<file path="src/rtl/hero_bus_arb.sv">
// rtl/hero_bus_arb.sv - round-robin arbiter with burst lock onto the shared hero write bus
module hero_bus_arb #(
    parameter int NUM_REQ    = 4,
    parameter int HERO_WIDTH = 36,
    parameter int MAX_BURST  = 16,
    localparam int OWN_W     = (NUM_REQ > 1) ? $clog2(NUM_REQ) : 1,
    localparam int CNT_W     = $clog2(MAX_BURST + 1)
) (
    input  logic                          clk,
    input  logic                          rst_n,
    input  logic [NUM_REQ-1:0]            req_vld,
    input  logic [NUM_REQ*2-1:0]          req_cycle_type,
    input  logic [NUM_REQ*HERO_WIDTH-1:0] req_wdat,
    output logic [NUM_REQ-1:0]            req_rdy,
    input  logic                          hero_stall,
    output logic [1:0]                    hero_cycle_type,
    output logic [HERO_WIDTH-1:0]         hero_wdat,
    output logic                          hero_clk_en,
    output logic [OWN_W-1:0]              hero_owner,
    output logic                          err_protocol
);

    typedef enum logic {ST_ARB, ST_LOCK} state_t;

    localparam logic [1:0] CT_IDLE  = 2'd0;
    localparam logic [1:0] CT_VALID = 2'd1;
    localparam logic [1:0] CT_DONE  = 2'd2;

    state_t                  state_q, state_d;
    logic [OWN_W-1:0]        last_q, last_d;
    logic [OWN_W-1:0]        own_q, own_d;
    logic [CNT_W-1:0]        cnt_q, cnt_d;
    logic [1:0]              ty_d;
    logic [HERO_WIDTH-1:0]   wd_d;
    logic [OWN_W-1:0]        owner_d;

    logic [1:0]              ty_a  [NUM_REQ];
    logic [HERO_WIDTH-1:0]   dat_a [NUM_REQ];
    logic [OWN_W-1:0]        sel, cand;
    logic                    found, accept, legal, cap, ends_txn;
    logic [1:0]              beat_ty;
    logic [CNT_W-1:0]        cnt_inc;

    for (genvar i = 0; i < NUM_REQ; i++) begin : g_split
        assign ty_a[i]  = req_cycle_type[2*i +: 2];
        assign dat_a[i] = req_wdat[i*HERO_WIDTH +: HERO_WIDTH];
    end

    // Locked: only the owner is eligible. Arbitrating: first valid after last_owner, wrapping.
    always_comb begin
        cand  = '0;
        sel   = '0;
        found = 1'b0;
        if (state_q == ST_LOCK) begin
            sel   = own_q;
            found = req_vld[own_q];
        end else begin
            for (int k = 1; k <= NUM_REQ; k++) begin
                cand = OWN_W'((int'(last_q) + k) % NUM_REQ);
                if (!found && req_vld[cand]) begin
                    found = 1'b1;
                    sel   = cand;
                end
            end
        end
    end

    assign accept   = rst_n && !hero_stall && found;
    assign beat_ty  = ty_a[sel];
    assign legal    = (beat_ty == CT_VALID) || (beat_ty == CT_DONE);
    assign cnt_inc  = (state_q == ST_ARB) ? CNT_W'(1) : cnt_q + CNT_W'(1);
    assign cap      = (beat_ty == CT_VALID) && (cnt_inc == CNT_W'(MAX_BURST));
    assign ends_txn = (beat_ty == CT_DONE) || cap;

    always_comb begin
        req_rdy = '0;
        if (accept) begin
            req_rdy[sel] = 1'b1;
        end
    end

    always_comb begin
        state_d      = state_q;
        last_d       = last_q;
        own_d        = own_q;
        cnt_d        = cnt_q;
        ty_d         = hero_cycle_type;
        wd_d         = hero_wdat;
        owner_d      = hero_owner;
        err_protocol = 1'b0;
        if (!hero_stall) begin
            ty_d = CT_IDLE;
            wd_d = '0;
            if (accept) begin
                if (!legal) begin
                    // illegal beat is swallowed; lock and count stay as they were
                    err_protocol = 1'b1;
                end else begin
                    wd_d    = dat_a[sel];
                    owner_d = sel;
                    if (ends_txn) begin
                        ty_d         = CT_DONE;
                        err_protocol = cap;
                        state_d      = ST_ARB;
                        last_d       = sel;
                        cnt_d        = '0;
                    end else begin
                        ty_d    = CT_VALID;
                        state_d = ST_LOCK;
                        own_d   = sel;
                        cnt_d   = cnt_inc;
                    end
                end
            end
        end
    end

    always_ff @(posedge clk or negedge rst_n) begin
        if (!rst_n) begin
            state_q         <= ST_ARB;
            last_q          <= OWN_W'(NUM_REQ - 1);
            own_q           <= '0;
            cnt_q           <= '0;
            hero_cycle_type <= CT_IDLE;
            hero_wdat       <= '0;
            hero_owner      <= '0;
        end else begin
            state_q         <= state_d;
            last_q          <= last_d;
            own_q           <= own_d;
            cnt_q           <= cnt_d;
            hero_cycle_type <= ty_d;
            hero_wdat       <= wd_d;
            hero_owner      <= owner_d;
        end
    end

    assign hero_clk_en = (hero_cycle_type == CT_VALID) || (hero_cycle_type == CT_DONE);

endmodule
</file>
<file path="config.mk">
export PLATFORM = sky130hd
export DESIGN_NAME = hero_bus_arb
export DESIGN_NICKNAME = d
export VERILOG_FILES = /design/src/rtl/hero_bus_arb.sv
export SDC_FILE = /design/constraint.sdc
export NUM_CORES = 1
export LEC_CHECK = 0
export ABC_AREA = 1
export BUFFER_PORTS_ARGS = -buffer_cell sky130_fd_sc_hd__clkbuf_2
export CORE_ASPECT_RATIO = 0.9
export CORE_MARGIN = 2
export CORE_UTILIZATION = 40
export CTS_CLUSTER_DIAMETER = 120
export DETAILED_ROUTE_END_ITERATION = 7
export PLACE_DENSITY = 0.75
export SETUP_SLACK_MARGIN = 0.4
export SLEW_MARGIN = 25
export SYNTH_ARGS = -nofsm -noshare
export SYNTH_HDL_FRONTEND = slang
export SYNTH_SLANG_ARGS = --single-unit
</file>
<file path="constraint.sdc">
create_clock -name clk -period 4.3 [get_ports clk]
set_input_delay 1.29 -clock clk [delete_from_list [all_inputs] [get_ports clk]]
set_output_delay 1.29 -clock clk [all_outputs]
set_load 0.02 [all_outputs]
</file>
==> impl_table.tex <==
\begin{tabular}{lr}
\hline
Metric & Value \\
\hline
\multicolumn{2}{l}{\textbf{GRT}} \\
Largest net degree at the start of global routing & 75 \\
Global-route wire length before repair & 20,870 microns \\
Via count of the first global-routing pass & $\sim$4,500 \\
Initial antenna violation count & 0 \\
Overflow left after global routing & 0 \\
Combined global-route utilization of all metal layers & 0.2386 \\
\multicolumn{2}{l}{\textbf{Drt}} \\
Routed wire length on met3 & between 1000 and 1500 microns \\
Wire length per cell after detailed routing & between 10 and 15 microns \\
DRC marker count from the first detailed-route iteration & $\sim$240 \\
Met2 routed wirelength & between 6000 and 7000 microns \\
Drt drc & 0 \\
Total via count in the routed design & 4,983 \\
Top sig layer & met4 \\
Detailed-route wire length on metal 1 & roughly 5600 microns \\
Total wire length after detailed routing & 13,700 microns \\
Average vias per placed instance & between 4 and 5 \\
Antenna-violating nets left & 0 \\
First-pass iteration count of the detailed router & 5 \\
\multicolumn{2}{l}{\textbf{Yosys}} \\
Xor and xnor area share after synthesis & 0.002222 \\
Adder and majority cell fraction of the synthesized area & 0.009521 \\
Synth Net Count & $\sim$840 \\
Count of distinct cell types in the synthesized netlist & 32 \\
Cell area after technology mapping & a little under 0.004 sq mm \\
Yosys Warn Count & 0 \\
Top cell type by total area after synthesis & sky130\_fd\_sc\_hd\_\_nand2\_1 \\
Post-synthesis area per instance & 5.789 sq um \\
Post-synthesis sequential area ratio & 0.3180 \\
Share of the synthesized area in the top cell type & 0.4113 \\
Synthesized flop and latch total & 50 \\
Gate count after technology mapping & a little under 700 \\
Top cells by area in the synthesized netlist & sky130\_fd\_sc\_hd\_\_nand2\_1, sky130\_fd\_sc\_hd\_\_dfrtp\_1, sky130\_fd\_sc\_hd\_\_nand3\_1, sky130\_fd\_sc\_hd\_\_buf\_2, sky130\_fd\_sc\_hd\_\_o21ai\_0 \\
Dominant combinational cell family by area after synthesis & simple AND/OR/NAND/NOR gates \\
Synth Area in Simple Gates & 0.5570 \\
Share of cell area taken by muxes after synthesis & 0 \\
Share of the synthesized area in compound gates (AO/OA/AOI/OAI) & 0.03142 \\
\multicolumn{2}{l}{\textbf{Final layout}} \\
Number of antenna repair diodes & 0 \\
Relative area change from synthesis to final layout & 43.03\% \\
Post-Layout Inst Area & between 0.005 and 0.006 sq mm \\
Count of filler cells inserted in the layout & approximately 940 \\
Final net count & between 1,000 and 1,500 \\
Fraction of final layout cells with drive strength greater than 1 & 0.3567 \\
Layout Utilization & 0.5865 \\
\multicolumn{2}{l}{\textbf{Pwr}} \\
Worst ir drop on vdd & between 1 and 1.5 mV \\
LEAKAGE & about 0.0035 uW \\
Cell area power density & 810.3 mW/mm\^{}2 \\
\multicolumn{2}{l}{\textbf{Floorplanning}} \\
Die Area & $\sim$0.011 sq mm \\
Starting Density & 0.4101 \\
DIE HEIGHT & approximately 98 microns \\
Floorplan row count & 34 \\
Horizontal die dimension & 108.7 microns \\
Ports placed on the boundary & 205 \\
Core box area & 0.009614 sq mm \\
\multicolumn{2}{l}{\textbf{Worst setup path}} \\
Launching point of the worst reg2reg path & last\_q[0] \\
Depth of the worst register-to-register path & 22 \\
Arr. time, crit path & roughly 3.4 ns \\
Worst Setup Path Type & primary input to output pin \\
Startpoint class of the critical path & primary input \\
Required time reported for the critical path endpoint & between 3 and 4 ns \\
Crit end category & output pin \\
Worst reg2reg setup slack & 0.77 ns \\
Critical path fanouts, max & 7 \\
Reg-to-reg endpoint & last\_q[1] \\
\multicolumn{2}{l}{\textbf{STA}} \\
Final critical delay including setup and external delays & 4.641 ns \\
Unrepaired setup endpoints after global routing & yes \\
Final critical-path setup slack & -0.3410 ns \\
Worst hold slack across all endpoints & around 0.5 ns \\
Fmax & 0.2155 GHz \\
Hold violation total from the final report & 0 \\
Total count of max-transition violations in the final report & 0 \\
Slew headroom & 0.4948 \\
Pin slew with the least headroom to its limit & about 0.76 ns \\
Period Utilization, post-route & 1.079 \\
Setup skew after layout & between 0.01 and 0.015 ns \\
Endpoints failing setup & 1 \\
\multicolumn{2}{l}{\textbf{Place}} \\
Placement-stage cell area & 0.005042 sq mm \\
Detailed-placement wirelength estimate & roughly 8800 microns \\
Final weighted congestion of routability-driven global placement & between 0.8 and 0.9 \\
Number of I/O port buffers & between 200 and 250 \\
\multicolumn{2}{l}{\textbf{Clocking}} \\
Num CTS Buffers & 5 \\
Clock Sink Count & 50 \\
CTS Buffer Depth & 2 \\
Clock transition time at the flip-flop clock pins of the worst setup and hold paths & 0.09 ns \\
H-tree depth & 2 \\
Root buf cell & sky130\_fd\_sc\_hd\_\_clkbuf\_8 \\
CTS tree & done \\
Clock latency of the later-clocked register in the worst-skew pair & about 0.3 ns \\
\multicolumn{2}{l}{\textbf{Run status}} \\
Outcome & finished with violations \\
Failing checks & negative setup slack \\
\multicolumn{2}{l}{\textbf{Worst hold path}} \\
Hold Path Origin & hero\_wdat[28] \\
Cell depth of the worst min-delay path & 2 \\
Classification of the worst-slack hold path & flop to flop \\
Hold Crit Endpoint & hero\_wdat[28] \\
\multicolumn{2}{l}{\textbf{Job}} \\
Maximum Capacitance Violations & 0 \\
\hline
\end{tabular}
[power breakdown]
| part | internal, uW | leakage [uW] | total [uW] | switching [uW] |
|---|---|---|---|---|
| sequential | 590 | 0.000671 | 693 | 104 |
| combinational | 1290 | 0.00276 | 3540 | 2250 |
| clock | 172 | 0.0000579 | 332 | 161 |
| total | 2050 | 0.00349 | 4570 | 2520 |
[cells by family (layout without fill, tap and decap cells)]
| group | Yosys count | count (layout) |
|---|---|---|
| compound gates | 24 | 24 |
| simple gates | 537 | 537 |
| xor+xnor | 1 | 1 |
| fa+ha+maj | 3 | 3 |
| flops | 50 | 50 |
| buf+inv | 66 | 268 |
[layout make-up]
cell class	instances	area (sq um)	share of cell area
multi-input cells	565	2611	0.4631
repair buffers	234	1385	0.2456
flip-flops and latches	50	1257	0.2230
well taps	126	157.7	0.02796
inverters	26	118.9	0.02108
clock buffers	5	68.82	0.01220
clock inverters	3	40.04	0.007100
[flip-flops by register name (all words and copies together) (netlist names)]
| name | count |
|---|---|
| hero_cycle_type | 2 |
| hero_wdat | 36 |
| last_q | 2 |
| state_q | 1 |
| own_q | 2 |
| cnt_q | 5 |
| hero_owner | 2 |
[Yosys cell counts, drive strengths merged]
cell type / count
o21ai: 17
or2: 1
xor2: 1
dfstp: 2
ha: 3
nor4: 1
clkinv: 1
nand3: 83
nand2: 436
inv: 25
clkbuf: 9
o31ai: 1
nor2: 9
dfrtp: 48
a21oi: 5
nor3: 5
o22ai: 1
nand3b: 1
buf: 31
nand4: 1
[worst max-delay path: stages]
cell and delay, ns:
sky130_fd_sc_hd__buf_6 0.10, sky130_fd_sc_hd__inv_2 0.07, sky130_fd_sc_hd__nand2_4 0.06, sky130_fd_sc_hd__nand2_1 0.08, sky130_fd_sc_hd__nand2_1 0.07, sky130_fd_sc_hd__nand2_1 0.10, sky130_fd_sc_hd__nand2_2 0.08, sky130_fd_sc_hd__nand2_2 0.08
sky130_fd_sc_hd__nand2_2 0.06, sky130_fd_sc_hd__nand3_4 0.09, sky130_fd_sc_hd__nand2_8 0.10, sky130_fd_sc_hd__inv_8 0.08, sky130_fd_sc_hd__nand2_1 0.05, sky130_fd_sc_hd__nand2_1 0.05, sky130_fd_sc_hd__nand2_1 0.05, sky130_fd_sc_hd__nand2_2 0.10
sky130_fd_sc_hd__ha_4 0.15, sky130_fd_sc_hd__inv_4 0.04, sky130_fd_sc_hd__nor4_4 0.15, sky130_fd_sc_hd__nand3_2 0.16, sky130_fd_sc_hd__a21oi_4 0.20, sky130_fd_sc_hd__buf_8 0.13
[repair_timing]
action                     4_1_cts  5_1_grt
pin swaps                       28       28
cloned                           0        1
resized for setup               42       67
setup endpoints to repair        5        5
hold buffers                     0        0
setup buffers                    6        8
[cell usage in the layout, fill, tap and decap left out, types with 2 or more instances in the layout]
cell / synthesis / final
sky130_fd_sc_hd__a21oi_1: 5 / 4
sky130_fd_sc_hd__buf_12: 0 / 2
sky130_fd_sc_hd__buf_4: 6 / 24
sky130_fd_sc_hd__buf_6: 3 / 5
sky130_fd_sc_hd__buf_8: 0 / 5
sky130_fd_sc_hd__clkbuf_2: 0 / 195
sky130_fd_sc_hd__clkbuf_8: 0 / 5
sky130_fd_sc_hd__clkinv_2: 0 / 3
sky130_fd_sc_hd__dfrtp_1: 48 / 48
sky130_fd_sc_hd__inv_1: 17 / 11
sky130_fd_sc_hd__inv_2: 6 / 8
sky130_fd_sc_hd__inv_4: 2 / 5
sky130_fd_sc_hd__nand2_1: 432 / 404
sky130_fd_sc_hd__nand2_2: 3 / 19
sky130_fd_sc_hd__nand2_4: 0 / 12
sky130_fd_sc_hd__nand3_1: 81 / 75
sky130_fd_sc_hd__nand3_2: 1 / 7
sky130_fd_sc_hd__nor2_1: 6 / 2
sky130_fd_sc_hd__nor2_2: 1 / 3
sky130_fd_sc_hd__nor2_4: 2 / 4
sky130_fd_sc_hd__nor3_1: 5 / 3
sky130_fd_sc_hd__o21ai_0: 14 / 14
sky130_fd_sc_hd__o21ai_2: 0 / 2
[through the flow]
stage	worst slack (ns)	power, uW	TNS [ns]	cells
floorplan	-0.1175	3010	-0.1175	681
global placement	-0.3372	3590	-0.4418	986
detailed placement	-0.4259	3606	-0.5823	986
CTS	-0.3452	4129	-0.3758	1000
global route	-0.4187	5054	-0.4259	1009
finish	-0.3410	4570	-0.3410	1009
[how the worst max path moves through the flow]
stage / start / to / slack (ns)
finish: req_vld[2] / err_protocol / -0.34
floorplan: req_vld[0] / err_protocol / -0.12
global route: req_vld[2] / err_protocol / -0.42
global placement: req_vld[1] / err_protocol / -0.34
CTS: req_vld[2] / err_protocol / -0.35
detailed placement: req_vld[1] / err_protocol / -0.43
[layer usage]
metal / global-route usage / vias up
li1: - / 2514
met1: 0.3084 / 2198
met2: 0.4111 / 242
met3: 0.04673 / 29
met4: 0.05325 / 0
met5: 0 / -
Note: power is estimated with default switching activity, not from simulation.
